File: src/rtl/servo_step_if.sv
// Command and status bundle between a position sequencer and its upstream.
//
// Handshake: a command transfers on any rising clk edge where cmd_valid and
// cmd_ready are both 1. While cmd_valid=1 and cmd_ready=0 the upstream holds
// cmd_valid high; cmd_target may change, but it has no effect until ready.
interface servo_step_if;
    logic       cmd_valid;
    logic [2:0] cmd_target;
    logic       cmd_ready;
    logic       abort;
    logic [2:0] value;
    logic       busy;
    logic       done;
    logic       err;

    // Upstream side: issues commands and aborts, observes status
    modport master (
        output cmd_valid, cmd_target, abort,
        input  cmd_ready, value, busy, done, err
    );

    // Sequencer side
    modport slave (
        input  cmd_valid, cmd_target, abort,
        output cmd_ready, value, busy, done, err
    );
endinterface

File: src/rtl/servo_step_ctrl.sv
// Servo position sequencer: accepts a target code and slews the 3-bit servo
// position code toward it one step per dwell period. Code 0 is "PWM off",
// 1..5 are positions and 6..7 are illegal targets that are dropped with err.
module servo_step_ctrl #(
    parameter int DWELL_CYCLES = 10000000,
    parameter int CNT_W        = 24
) (
    input  logic             clk,
    input  logic             rst,
    servo_step_if.slave      bus,
    output logic             o_dbg_state,
    output logic [CNT_W-1:0] o_dbg_cnt
);

    typedef enum logic {
        S_IDLE  = 1'b0,
        S_DWELL = 1'b1
    } state_t;

    localparam logic [2:0]       MAX_POS    = 3'd5;
    localparam logic [CNT_W-1:0] CNT_RELOAD = CNT_W'(DWELL_CYCLES - 1);

    state_t           r_state;
    logic [CNT_W-1:0] r_cnt;
    logic [2:0]       r_target;
    logic [2:0]       r_value;
    logic             r_busy;
    logic             r_done;
    logic             r_err;

    state_t           w_state_nxt;
    logic [CNT_W-1:0] w_cnt_nxt;
    logic [2:0]       w_target_nxt;
    logic [2:0]       w_value_nxt;
    logic             w_done_nxt;
    logic             w_err_nxt;
    logic             w_cmd_ready;

    // One code toward the target; only called when cur != tgt and neither is 0
    function automatic logic [2:0] step_toward(input logic [2:0] cur, input logic [2:0] tgt);
        return (tgt > cur) ? cur + 3'd1 : cur - 3'd1;
    endfunction

    assign w_cmd_ready   = (r_state == S_IDLE);
    assign bus.cmd_ready = w_cmd_ready;
    assign bus.value     = r_value;
    assign bus.busy      = r_busy;
    assign bus.done      = r_done;
    assign bus.err       = r_err;
    assign o_dbg_state   = r_state;
    assign o_dbg_cnt     = r_cnt;

    // Next-state, dwell counter and position stepping
    always_comb begin
        w_state_nxt  = r_state;
        w_cnt_nxt    = r_cnt;
        w_target_nxt = r_target;
        w_value_nxt  = r_value;
        w_done_nxt   = 1'b0;
        w_err_nxt    = 1'b0;
        case (r_state)
            S_IDLE: begin
                // abort is meaningless here; only a command moves us
                if (bus.cmd_valid && w_cmd_ready) begin
                    if (bus.cmd_target > MAX_POS) begin
                        w_err_nxt = 1'b1;
                    end else if (bus.cmd_target == r_value) begin
                        w_done_nxt = 1'b1;
                    end else begin
                        w_target_nxt = bus.cmd_target;
                        w_cnt_nxt    = CNT_RELOAD;
                        w_state_nxt  = S_DWELL;
                        // From or to "off" there is no known position to slew through
                        if (r_value == 3'd0 || bus.cmd_target == 3'd0) begin
                            w_value_nxt = bus.cmd_target;
                        end else begin
                            w_value_nxt = step_toward(r_value, bus.cmd_target);
                        end
                    end
                end
            end
            S_DWELL: begin
                // abort wins over a step or finish landing on the same edge
                if (bus.abort) begin
                    w_state_nxt = S_IDLE;
                    w_cnt_nxt   = '0;
                end else if (r_cnt == '0) begin
                    if (r_value == r_target) begin
                        w_done_nxt  = 1'b1;
                        w_state_nxt = S_IDLE;
                    end else begin
                        w_value_nxt = step_toward(r_value, r_target);
                        w_cnt_nxt   = CNT_RELOAD;
                    end
                end else begin
                    w_cnt_nxt = r_cnt - CNT_W'(1);
                end
            end
            default: begin
                w_state_nxt = S_IDLE;
            end
        endcase
    end

    // State and output registers; reset turns the servo off immediately
    always_ff @(posedge clk) begin
        if (rst) begin
            r_state  <= S_IDLE;
            r_cnt    <= '0;
            r_target <= 3'd0;
            r_value  <= 3'd0;
            r_busy   <= 1'b0;
            r_done   <= 1'b0;
            r_err    <= 1'b0;
        end else begin
            r_state  <= w_state_nxt;
            r_cnt    <= w_cnt_nxt;
            r_target <= w_target_nxt;
            r_value  <= w_value_nxt;
            r_busy   <= (w_state_nxt == S_DWELL);
            r_done   <= w_done_nxt;
            r_err    <= w_err_nxt;
        end
    end

endmodule

File: src/flat_wrapper.sv
// flat-port wrapper written by rule: the top's interface ports become plain ports
module servo_step_ctrl_flat 
#(
    parameter int DWELL_CYCLES = 10000000,
    parameter int CNT_W        = 24
)
  (clk, rst, o_dbg_state, o_dbg_cnt, bus_cmd_valid, bus_cmd_target, bus_abort, bus_cmd_ready, bus_value, bus_busy, bus_done, bus_err);
  servo_step_if bus_i ();
  input  logic clk;
  input  logic rst;
  output logic o_dbg_state;
  output logic [CNT_W-1:0] o_dbg_cnt;
  input wire logic [$bits(bus_i.cmd_valid)-1:0] bus_cmd_valid;
  input wire logic [$bits(bus_i.cmd_target)-1:0] bus_cmd_target;
  input wire logic [$bits(bus_i.abort)-1:0] bus_abort;
  output wire logic [$bits(bus_i.cmd_ready)-1:0] bus_cmd_ready;
  output wire logic [$bits(bus_i.value)-1:0] bus_value;
  output wire logic [$bits(bus_i.busy)-1:0] bus_busy;
  output wire logic [$bits(bus_i.done)-1:0] bus_done;
  output wire logic [$bits(bus_i.err)-1:0] bus_err;
  assign bus_i.cmd_valid = bus_cmd_valid;
  assign bus_i.cmd_target = bus_cmd_target;
  assign bus_i.abort = bus_abort;
  assign bus_cmd_ready = bus_i.cmd_ready;
  assign bus_value = bus_i.value;
  assign bus_busy = bus_i.busy;
  assign bus_done = bus_i.done;
  assign bus_err = bus_i.err;
  servo_step_ctrl #(.DWELL_CYCLES(DWELL_CYCLES), .CNT_W(CNT_W)) u_core (.clk(clk), .rst(rst), .bus(bus_i), .o_dbg_state(o_dbg_state), .o_dbg_cnt(o_dbg_cnt));
endmodule
File: config.mk
export PLATFORM = sky130hd
export DESIGN_NAME = servo_step_ctrl_flat
export DESIGN_NICKNAME = d
export VERILOG_FILES = /design/src/rtl/servo_step_if.sv /design/src/rtl/servo_step_ctrl.sv /design/src/flat_wrapper.sv
export SDC_FILE = /design/constraint.sdc
export NUM_CORES = 1
export LEC_CHECK = 0
export CORE_ASPECT_RATIO = 1.25
export CORE_MARGIN = 4
export CORE_UTILIZATION = 46
export DETAILED_ROUTE_END_ITERATION = 6
export PLACE_DENSITY = 0.68
export RECOVER_POWER = 50
export SLEW_MARGIN = 20
export SYNTH_ARGS = -nofsm -noshare
export SYNTH_HDL_FRONTEND = slang
export SYNTH_SLANG_ARGS = --single-unit
File: constraint.sdc
create_clock -name clk -period 3.2 [get_ports clk]
set_input_delay 0.48 -clock clk [delete_from_list [all_inputs] [get_ports clk]]
set_output_delay 0.48 -clock clk [all_outputs]
set_load 0.05 [all_outputs]
[Word-level counts from Yosys, hierarchy flattened]
Cells that the tools add are included.
Storage, ports and cells
  register bits after elaboration: 33
  bits in read-only memories: 0
  RAM bits: 0
  latch bits: 0
  word-level logic and storage cells: 66
  memories: 0
  input port bits: 7
Cells by class
  add/subtract/negate cells: 3
  shifts and indexed selects: 0
  mux-type cells: 32
  multipliers: 0
  reduce and logical (&&, ||, !) cells: 9
  eq/ne operators: 9
  div/mod/pow operators: 0
  bitwise gates (word level): 4
  $lt $le $gt $ge: 3
Operators with widths (number)
  $mux 24: 6
  $pmux 24 s2: 1
  $mux 3: 9
  $logic_not 24->1: 1
  $sub 24x1->24 const B: 1
  $mux 1: 13
  $ne 2x2->1 const B: 6
  $reduce_and 4->1: 2
  $eq 3x3->1: 2
  $gt 3x3->1: 2
  $logic_not 3->1: 2
  $pmux 3 s2: 1
  $reduce_and 6->1: 1
  $ne 4x4->1 const B: 1
  $not 1->1: 4
  $pmux 1 s2: 2
  $add 3x1->3 const B: 1
  $gt 3x3->1 const B: 1
  $reduce_or 3->1: 1
  $sub 3x1->3 const B: 1
  $logic_and 1x1->1: 1
  $logic_or 1x1->1: 1

[Depth between registers and ports, before layout]
Gate-level depths: netlist of the first run.
  depth in word-level cells: 7
  gate-level depth with buffers: 10

[Worst setup path before layout of the first run]
Ideal clock, no wire load.
  path type: register to register
  start point: register u_core.r_value[2], in the netlist u_core.bus.value[2]
  end point: register u_core.r_cnt[9], in the netlist u_core.o_dbg_cnt[9]
  setup time: 117 ps
  arrival time: 2687 ps
  path buffers: 1
  setup slack: 396 ps
  period minus slack after synthesis: 2804 ps
  cell stages (with the launch flop): 10
  path through: dfxtp_1 inv_1 ha_1 nand3_1 or4_1 or4_4 and3_4 buf_6 a21o_1 a22o_1
Between the ends
  cells in the longest elaborated chain, start to end: 3
  elaborated cells between the ends (all ways): 5
RTL lines
  from (decl): RTL line servo_step_ctrl.sv:26  | logic [2:0] r_value;
  from (signal assigned): RTL line servo_step_ctrl.sv:119  | r_value <= w_value_nxt;
  $eq 3x3->1 (on tied branches): RTL line servo_step_ctrl.sv:88, servo_step_ctrl.sv:67
  $ne 4x4->1 (no source line) or $ne 2x2->1 (tied branches)
  $reduce_and 4->1 (no source line) *
  to (signal assigned): RTL line servo_step_ctrl.sv:117  | r_cnt <= w_cnt_nxt;
  to (decl): RTL line servo_step_ctrl.sv:24  | logic [CNT_W-1:0] r_cnt;
Mark *: on every way between the ends. The rest lies on a longest branch, timed or not.
A chain may end at the register's enable or synchronous reset.

[Final worst setup path of the first run]
  start point: input port bus_cmd_target[1]
  end point: register u_core.r_value[2], in the netlist u_core.bus.value[2]
Between the ends
  cells in the longest elaborated chain, start to end: 7
  elaborated cells between the ends (all ways): 14
RTL lines
  from (decl): RTL line flat_wrapper.sv:14  | input wire logic [$bits(bus_i.cmd_target)-1:0] bus_cmd_target;
  $gt 3x3->1 or $logic_not 3->1 (tied branches): RTL line servo_step_ctrl.sv:41, servo_step_ctrl.sv:74
  $mux 3 or $logic_or 1x1->1 (tied branches): RTL line servo_step_ctrl.sv:41, servo_step_ctrl.sv:74
  $mux 3: RTL line servo_step_ctrl.sv:74  | if (r_value == 3'd0 || bus.cmd_target == 3'd0) begin
  $mux 3: RTL line servo_step_ctrl.sv:67  | end else if (bus.cmd_target == r_value) begin
  $mux 3: RTL line servo_step_ctrl.sv:65  | if (bus.cmd_target > MAX_POS) begin
  $mux 3: RTL line servo_step_ctrl.sv:64  | if (bus.cmd_valid && w_cmd_ready) begin
  $pmux 3 s2: RTL line servo_step_ctrl.sv:61  | case (r_state)
Parallel ways exist; a longest one is shown, timed or not. The select of a mux whose other input is x is not followed.

==> out/metrics.yaml, run 1 <==
status:
  outcome: "complete, no violations"
clock_network:
  insertion_delay_ps: 280
  cts_setup_buffers: 0
  path_clk_slew_ps: 70
  cts_buffers: 5
  cts.repair.resized: 0
  cts_root_buf: "clkbuf_8"
  clock_path_buffers: 2
  clock_sinks: 33
  cts_hold_buf: 0
  cts_tree: "yes"
  ctsHtreeMaxLevel: 2
floorplanning:
  die_area_sq_um: 5470
  io_pins: 39
  core-area_sq_um: 4130
  dieWidth_um: 67.0
  rows: 26
  die_h_um: 81.7
  start_util_pct: 48.4
timing:
  hold_viol: 0
  finalSetupViolations: 0
  fmax_mhz: 359
  min_period_ps: 2790
  final_max_slew_viol_count: 0
  skew_ps: 9.77
  fin_ws_ps: 413
  fin_setup_tns_ps: 0
  rsz0062_at_grt: "no"
  period_share_pct: 87.1
  holdWs_ps: 485
  relSlewSlack_pct: 64.2
  worst_pin_slew_ps: 529
logic_synthesis:
  yosys-top-cells-area: "dfxtp_1, ha_1, nand2_1, a21oi_1, o21ai_0"
  synth_fp_nets: 273
  synth_area_sq_um: 2000
  synthAdderAreaFrac_pct: 6.89
  yosys.area.top_type: "dfxtp_1"
  yosys.cell_types.count: 46
  synth_edf_count: 0
  ys_seq_area_share_pct: 33.1
  async_flop_share_pct: 0
  synth_seq_cells: 33
  synthMuxAreaShare_pct: 2.07
  syn-instance-count: 255
  synth_top_area_share_pct: 33.1
  ys_warn_count: 0
  synthFlopType: "dfxtp_1"
  syn_avg_cell_area_sq_um: 7.84
  synth_top_family_by_area: "simple AND/OR/NAND/NOR gates"
  synth-compound-area-share_pct: 25.2
  synthSimpleGateAreaFrac_pct: 27.2
  synth-xor-area-share_pct: 0.438
hold_path:
  min_from: "u_core.o_dbg_cnt[19]"
  whs_path_depth: 2
  hold_class: "flip-flop to flip-flop"
  whs_endpoint: "u_core.o_dbg_cnt[19]"
route:
  wirelength_um: 5150
  drt-initial-drc-count: 121
  vias_per_cell: 5.69
  num_vias: 1987
  wl_met2_um: 2440
  met1_length_um: 2400
  wl_met3_um: 257
  ant_nets: 0
  top_layer: "met4"
  drc_errors: 0
  dr.pass1.iters: 5
  wl_per_cell_um: 14.8
global_route:
  grt_pass1_vias: 1940
  grt_pass1_wl_um: 8890
  grt_usage_pct: 20.7
  antenna_found_initial: 0
  overflow: 0
  grt_start_max_net_pins: 22
flow_run:
  maxCapViolCount: 0
critical_path:
  r2r_end: "u_core.o_dbg_cnt[9]"
  reg2reg_depth: 6
  critical_path.cell_chain: "dlygate4sd3_1 > ha_1 > nand3_1 > a21boi_0 > mux2_2 > o31a_1 > and3_1 > nor4_1"
  cp_data_arrival_time_ps: 2960
  max_stage_delay_ps: 620
  crit_fanout: 6
  crit_slowest_cell: "dlygate4sd3_1"
  crit_path_end_kind: "flip-flop"
  start_kind: "primary input"
  setup.worst_path.class: "primary input to flip-flop"
  r2r_start: "u_core.o_dbg_cnt[8]"
  reg2reg_slack_ps: 590
  required_ps: 3380
final_layout:
  post_route_cells_drive_above_1_share_pct: 5.80
  mostFrequentLayoutCells: "dfxtp_1, nand2_1, dlygate4sd3_1"
  nets: 311
  area_growth_pct: 25.3
  antenna_cells: 0
  layout_commonest_cell: "dfxtp_1"
  fillers: 417
  fin_util_pct: 60.6
power_and_ir_drop:
  power_leakage_nw: 1.06
  pwr_density_cell_nw_per_um2: 594
  peakVddDrop_mv: 0.345
  fin_total_pwr_mw: 1.49
placed_design:
  io_buffers: 38
  place_congestion: 0.869
  hpwlAfterDp_um: 3680
  preCtsSetupSlack_ps: 269
==> worst max path at each step <==
stage / slack [ps] / end / from / depth (start not counted)
after CTS: 490 / u_core.bus.value[2] / bus_cmd_target[2] / 8
after floorplan: 400 / u_core.o_dbg_cnt[9] / u_core.bus.value[2] / 9
after global routing: 190 / u_core.bus.value[2] / bus_cmd_target[1] / 8
after global placement: 330 / u_core.bus.value[2] / bus_cmd_target[2] / 8
final: 410 / u_core.bus.value[2] / bus_cmd_target[1] / 8
after detailed placement: 270 / u_core.bus.value[2] / bus_cmd_target[2] / 8
==> kinds of logic (layout without fill, tap and decap cells) <==
logic type | count (synthesis) | in the layout
flip-flops | 33 | 33
adder cells (fa/ha/maj) | 11 | 11
AND/OR/NAND/NOR | 106 | 106
XOR/XNOR | 1 | 1
AO/OA/AOI/OAI | 79 | 79
multiplexers | 4 | 4
buffers and inverters | 21 | 59
==> final cells by class <==
type	instances	area, sq um	area share, %
multi-input cells	201	1230	49.3
flip-flops and latches	33	661	26.4
repair buffers	43	418	16.7
clock buffers	7	86.3	3.45
well taps	56	70.1	2.80
inverters	9	33.8	1.35
==> report_power, final <==
group	internal (mW)	switching, mW
Clock	0.171	0.148
Combinational	0.228	0.418
Sequential	0.458	0.0645
Total	0.857	0.630
==> synthesized netlist by cell type, types with 3 or more instances <==
| cell | instances |
|---|---|
| a21o_1 | 5 |
| a21oi_1 | 19 |
| a22o_1 | 7 |
| a311oi_1 | 3 |
| and2_1 | 4 |
| and3_1 | 4 |
| buf_2 | 3 |
| clkbuf_1 | 4 |
| dfxtp_1 | 33 |
| ha_1 | 11 |
| inv_1 | 9 |
| mux2i_1 | 3 |
| nand2_1 | 28 |
| nand2b_1 | 6 |
| nand3_1 | 9 |
| nor2_1 | 22 |
| nor3_1 | 9 |
| nor4_1 | 6 |
| o211ai_1 | 3 |
| o21ai_0 | 18 |
| o21ai_1 | 7 |
| o31ai_1 | 6 |
| o41ai_1 | 3 |
| or3_1 | 4 |
==> flip-flops by register name, summed over array words and instances (netlist names) <==
signal              count
u_core.bus.err          1
u_core.o_dbg_cnt       24
u_core.r_target         3
u_core.bus.done         1
u_core.bus.value        3
u_core.o_dbg_state      1
==> critical path: cells and delay by family <==
kind / cells / cell delay [ps]
simple gates: 3 / 580
fa+ha+maj: 1 / 320
buf+inv: 1 / 620
mux: 1 / 390
compound gates: 2 / 580
==> layer usage <==
| layer | GRT usage [%] | vias to the layer above |
|---|---|---|
| met3 | 4.65 | 4 |
| met4 | 6.09 | 0 |
| li1 | - | 1013 |
| met2 | 34.7 | 51 |
| met5 | 0 | - |
| met1 | 26.4 | 919 |
==> through the flow <==
stage / cells / instance area, sq um
3_3_place_gp: 342 / 2420
5_1_grt: 349 / 2500
3_5_place_dp: 342 / 2420
2_1_floorplan: 255 / 2000
6_report: 349 / 2500
4_1_cts: 349 / 2500
Power figures use the tool's default switching activity.
==> run 2: changes to the inputs <==
- SETUP_SLACK_MARGIN: not set -> 0.4
==> out/metrics.yaml, run 2 (synthesis results as in run 1) <==
power_and_ir_drop:
  power_frac_comb_pct: 40.8  # -2.7 points
  p_switching_mw: 0.643  # +2.0%
  pwr_density_cell_nw_per_um2: 625  # +5.2%
  p_seq_share_pct: 33.1  # -2.0 points
  peakVddDrop_mv: 0.299  # -13%
  power.internal_mw: 0.942  # +9.9%
  power_leakage_nw: 1.07  # +1.6%
  clkPwrFrac_pct: 26.1  # +4.7 points
  switching_share_pct: 40.6  # -1.8 points
clock_network:
  ctsHtreeMaxLevel: 2  # unchanged
  cts_root_buf: "clkbuf_8"
  insertion_delay_ps: 290  # about the same
  clock_sinks: 33  # unchanged
  clock_path_buffers: 2  # unchanged
  path_clk_slew_ps: 70  # about the same
  cts_buffers: 5  # unchanged
  cts_setup_buffers: 0  # unchanged
  cts.repair.resized: 0  # unchanged
  cts_tree: "yes"
  cts_hold_buf: 0  # unchanged
final_layout:
  post_route_cells_drive_above_1_share_pct: 6.46  # +0.66 points
  largest_register_ffs: 24  # unchanged
  fin_util_pct: 61.4  # +0.76 points
  area_growth_pct: 26.9
  antenna_cells: 0  # unchanged
  layout_commonest_cell: "dfxtp_1"
  nets: 311  # unchanged
  mostFrequentLayoutCells: "dfxtp_1, dlygate4sd3_1, nand2_1"
floorplanning:
  start_util_pct: 48.4  # unchanged
  rows: 26  # unchanged
  core-area_sq_um: 4130  # unchanged
  die_area_sq_um: 5470  # unchanged
  die_h_um: 81.7  # unchanged
  io_pins: 39  # unchanged
  dieWidth_um: 67.0  # unchanged
timing:
  finalSetupViolations: 0  # unchanged
  hold_viol: 0  # unchanged
  worst_pin_slew_ps: 568  # +39.5 ps
  skew_ps: 12.9  # +3.10 ps
  rsz0062_at_grt: "no"
  fin_setup_tns_ps: 0  # unchanged
  period_share_pct: 83.9  # -3.2 points
  fmax_mhz: 373  # +3.9%
  relSlewSlack_pct: 61.8  # -2.5 points
  min_period_ps: 2680  # -104 ps
  final_max_slew_viol_count: 0  # unchanged
critical_path:
  reg2reg_depth: 6  # unchanged
  reg2reg_slack_ps: 580  # about the same
  crit_fanout: 6  # unchanged
  crit_family: "buffers and inverters"
  r2r_start: "u_core.o_dbg_cnt[8]"
  start_kind: "primary input"
  path_buf_inv: 1  # unchanged
  required_ps: 3380  # about the same
  r2r_end: "u_core.o_dbg_cnt[9]"
  cp_data_arrival_time_ps: 2870  # -90 ps
  crit_path_end_kind: "flip-flop"
  max_stage_delay_ps: 620  # about the same
  setup.worst_path.class: "primary input to flip-flop"
  crit_slowest_cell: "dlygate4sd3_1"
  critical_path.cell_chain: "dlygate4sd3_1 > ha_1 > nand3_1 > a21boi_1 > mux2_2 > o31a_1 > and3_1 > nor4_1"
route:
  wl_per_cell_um: 14.8  # +0.18%
  drc_errors: 0  # unchanged
  num_vias: 2003  # +0.81%
  vias_per_cell: 5.72  # +0.52%
  dr.pass1.iters: 4  # -1
  drt-initial-drc-count: 179  # +48%
  wirelength_um: 5170  # +0.47%
  ant_nets: 0  # unchanged
hold_path:
  hold_class: "flip-flop to flip-flop"
  whs_endpoint: "u_core.o_dbg_cnt[19]"
  whs_path_depth: 2  # unchanged
  min_from: "u_core.o_dbg_cnt[19]"
placed_design:
  hpwlAfterDp_um: 3690  # +0.11%
  place_congestion: 0.854  # -1.7%
  io_buffers: 38  # unchanged
flow_run:
  maxCapViolCount: 0  # unchanged
status:
  outcome: "complete, no violations"
global_route:
  antenna_found_initial: 0  # unchanged
  grt_start_max_net_pins: 22  # unchanged
  grt_pass1_wl_um: 8770  # -1.3%
  overflow: 0  # unchanged
  grt_pass1_vias: 1883  # -2.9%
  grt_usage_pct: 20.7  # -0.040 points
-- run 2: cell types whose count changed in the layout (fill, tap and decap cells not counted) --
| cell | change |
|---|---|
| dlygate4sd3_1 | +1 |
| dfxtp_2 | +1 |
| dfxtp_1 | -1 |
| a21boi_0 | -1 |
| clkdlybuf4s50_1 | -1 |
| bufinv_16 | +1 |
| a21boi_1 | +1 |
-- run 2: routing by layer --
metal	vias to the layer above	GRT usage, %	routed length (um)
li1	1010	-	-
met1	926	26.2	2350
met2	62	35.2	2470
met3	5	3.42	290
met4	0	7.10	68
met5	-	0	0
-- run 2: layout make-up --
cell class / count / area (sq um)
clock inverter: 1 / 30.0
clock buffer: 7 / 86.3
timing repair buffer: 43 / 418
sequential: 33 / 662
fill: 394 / 1600
multi-input combinational: 201 / 1230
inverter: 9 / 33.8
tap: 56 / 70.1
-- run 2: tightest hold or removal path, stage by stage, from the launching register on --
cell     delay, ps
dfxtp_1        350
nand2_1         70
nand2_1         40
-- run 2: worst max-delay path by stage --
stage / to / start / depth (start not counted) / slack, ps
after floorplan: u_core.o_dbg_cnt[9] / u_core.bus.value[1] / 9 / 410
after global routing: u_core.bus.value[2] / bus_cmd_target[2] / 8 / 400
after CTS: u_core.bus.value[2] / bus_cmd_target[2] / 8 / 510
final: u_core.bus.value[2] / bus_cmd_target[2] / 8 / 520
after detailed placement: u_core.bus.value[2] / bus_cmd_target[2] / 8 / 220
after global placement: u_core.bus.value[2] / bus_cmd_target[2] / 8 / 310
-- run 2: power groups by stage --
stage	logic [mW]	registers, mW	clock network, mW
6_report	0.646	0.524	0.414
5_1_grt	0.710	0.535	0.438
4_1_cts	0.662	0.526	0.417
3_5_place_dp	0.658	0.535	0
3_3_place_gp	0.653	0.534	0
2_1_floorplan	0.329	0.668	0
-- run 2: metrics by stage --
stage               setup WS [ps]  power [mW]  hold WS (ps)  area [sq um]  instances
global route                  405        1.68           511          2530        350
detailed placement            222        1.19           482          2420        342
floorplan                     412       0.998           454          2000        255
global placement              309        1.19           468          2420        342
finish                        517        1.58           491          2530        350
CTS                           506        1.61           493          2530        350
==> run 3: changes to the inputs <==
- PLACE_DENSITY: 0.68 -> 0.71
- clock period: 3.2 -> 2.2 ns (I/O delays scaled with it)
==> out/metrics.yaml, run 3 (synthesis results as in run 1) <==
route:
  wl_met2_um: 3100  # +25%
  top_layer: "met4"
  vias_per_cell: 5.55  # -3.0%
  wl_per_cell_um: 15.2  # +2.5%
  ant_nets: 0  # unchanged
  num_vias: 2214  # +11%
  drt-initial-drc-count: 118  # -34%
  wl_met3_um: 239  # -18%
  met1_length_um: 2640  # +12%
  dr.pass1.iters: 4  # unchanged
  wirelength_um: 6050  # +17%
  drc_errors: 0  # unchanged
final_layout:
  antenna_cells: 0  # unchanged
  fillers: 349  # -11%
  area_growth_pct: 54.8
  layout_commonest_cell: "buf_4"
  fin_util_pct: 74.9  # +14 points
  mostFrequentLayoutCells: "buf_4, dlygate4sd2_1, nand2_1"
  nets: 360  # +16%
  post_route_cells_drive_above_1_share_pct: 31.2  # +25 points
  largest_register_ffs: 24  # unchanged
  design_area_sq_um: 3090  # +22%
power_and_ir_drop:
  power_leakage_nw: 1.38  # +29%
  p_seq_share_pct: 29.4  # -3.7 points
  power.internal_mw: 1.45  # +54%
  p_switching_mw: 1.08  # +68%
  pwr_density_cell_nw_per_um2: 817  # +31%
  clkPwrFrac_pct: 19.5  # -6.6 points
  power_frac_comb_pct: 51.1  # +10 points
  peakVddDrop_mv: 0.575  # +92%
  switching_share_pct: 42.6  # +2.0 points
clock_network:
  clock_sinks: 33  # unchanged
  cts_root_buf: "clkbuf_8"
  clock_path_buffers: 2  # unchanged
  ctsHtreeMaxLevel: 2  # unchanged
  insertion_delay_ps: 290  # about the same
  cts_buffers: 5  # unchanged
  path_clk_slew_ps: 70  # about the same
  cts_tree: "yes"
critical_path:
  start_kind: "flip-flop"
  cp_common_cell: "or4_4"
  crit_fanout: 6  # unchanged
  cp_data_arrival_time_ps: 2730  # -140 ps
  cp-startpoint: "u_core.o_dbg_cnt[9]"
  setup.worst_path.class: "flip-flop to flip-flop"
  crit_path_end_kind: "flip-flop"
  r2r_end: "u_core.o_dbg_cnt[9]"
  critical_path.cell_chain: "or4_4 > or4_4 > or4_4 > and3_4 > a21o_1 > a22o_1"
  path_buf_inv: 0  # -1
  r2r_start: "u_core.o_dbg_cnt[9]"
  required_ps: 2380  # -1000 ps
  reg2reg_depth: 6  # unchanged
  crit_slowest_cell: "or4_4"
  reg2reg_slack_ps: -350  # -930 ps
  max_stage_delay_ps: 540  # -80 ps
  crit_family: "simple AND/OR/NAND/NOR gates"
global_route:
  overflow: 0  # unchanged
  grt_usage_pct: 24.3  # +3.6 points
  grt_pass1_wl_um: 10400  # +19%
  antenna_found_initial: 0  # unchanged
  grt_start_max_net_pins: 22  # unchanged
  grt_pass1_vias: 2291  # +22%
timing:
  fin_ws_ps: -348  # -865 ps
  relSlewSlack_pct: 60.2  # -1.5 points
  min_period_ps: 2550
  finalSetupViolations: 23  # +23
  fmax_mhz: 392
  holdWs_ps: 474  # -17.5 ps
  hold_viol: 0  # unchanged
  skew_ps: 9.79  # -3.08 ps
  period_share_pct: 116
  rsz0062_at_grt: "yes"
  fin_setup_tns_ps: -6240  # -6240 ps
  final_max_slew_viol_count: 0  # unchanged
  worst_pin_slew_ps: 599  # +30.7 ps
hold_path:
  whs_endpoint: "u_core.o_dbg_cnt[21]"
  hold_class: "flip-flop to flip-flop"
  whs_path_depth: 1  # -1
  min_from: "u_core.o_dbg_cnt[21]"
status:
  outcome: "finished, violations left"
  failed_checks: "setup timing"
placed_design:
  place_congestion: 0.874  # +2.3%
  placed_area_sq_um: 2870  # +19%
  hpwlAfterDp_um: 4190  # +14%
  io_buffers: 38  # unchanged
  preCtsSetupSlack_ps: -293  # -515 ps
floorplanning:
  die_area_sq_um: 5470  # unchanged
  start_util_pct: 48.4  # unchanged
  rows: 26  # unchanged
  io_pins: 39  # unchanged
  core-area_sq_um: 4130  # unchanged
  die_h_um: 81.7  # unchanged
  dieWidth_um: 67.0  # unchanged
flow_run:
  maxCapViolCount: 0  # unchanged
-- run 3: changes by cell type in the layout (fill, tap and decap cells not counted), sizes merged --
cell | before | now
bufinv | 1 | 0
inv | 9 | 10
dlygate4sd2 | 0 | 29
and3 | 5 | 6
dlygate4sd3 | 29 | 1
clkdlybuf4s50 | 9 | 4
buf | 5 | 47
a21oi | 20 | 21
clkbuf | 7 | 14
clkdlybuf4s15 | 0 | 2
-- run 3: final cells by class --
cell class	count	area, sq um	area share, %
tap	56	70.1	2.27
clock buffer	7	86.3	2.79
timing repair buffer	90	747	24.2
clock inverter	1	6.26	0.202
multi-input combinational	203	1460	47.2
inverter	9	38.8	1.25
sequential	33	686	22.2
-- run 3: worst max path at each step --
stage | endpoint | depth (start not counted)
6_report | u_core.o_dbg_cnt[9] | 6
5_1_grt | u_core.o_dbg_cnt[9] | 6
4_1_cts | u_core.o_dbg_cnt[14] | 7
3_5_place_dp | u_core.o_dbg_cnt[9] | 6
3_3_place_gp | u_core.o_dbg_cnt[9] | 6
2_1_floorplan | u_core.o_dbg_cnt[9] | 7
-- run 3: power by group through the flow --
stage / combinational [mW] / clock (mW) / sequential [mW]
after floorplan: 0.538 / 0 / 0.994
after global placement: 1.20 / 0 / 0.755
after detailed placement: 1.21 / 0 / 0.756
after CTS: 1.27 / 0.494 / 0.747
after global routing: 1.40 / 0.519 / 0.752
final: 1.29 / 0.492 / 0.743
-- run 3: metrics by stage --
| step | power [mW] | std cells |
|---|---|---|
| 6_report | 2.53 | 399 |
| 3_3_place_gp | 1.95 | 382 |
| 4_1_cts | 2.51 | 398 |
| 2_1_floorplan | 1.53 | 255 |
| 5_1_grt | 2.67 | 399 |
| 3_5_place_dp | 1.97 | 382 |
-- run 3: worst register-to-register path, cell delays in order (launching register included) --
cell     delay [ps]
dfxtp_4         350
or4_4           540
or4_4           520
or4_4           470
and3_4          210
a21o_1          190
a22o_1          170
-- run 3: layer usage --
metal	global-route usage, %	up-vias
li1	-	1117
met1	29.4	1036
met2	43.4	51
met3	4.24	10
met4	7.30	0
met5	0	-
-- run 3: repair_timing --
item,in CTS,in global routing
gates resized for setup,58,18
hold buffers,0,0
gates cloned,2,0
setup endpoints to repair,56,33
endpoints found under the hold margin,0,0
buffers inserted,6,1
pin swaps,16,11
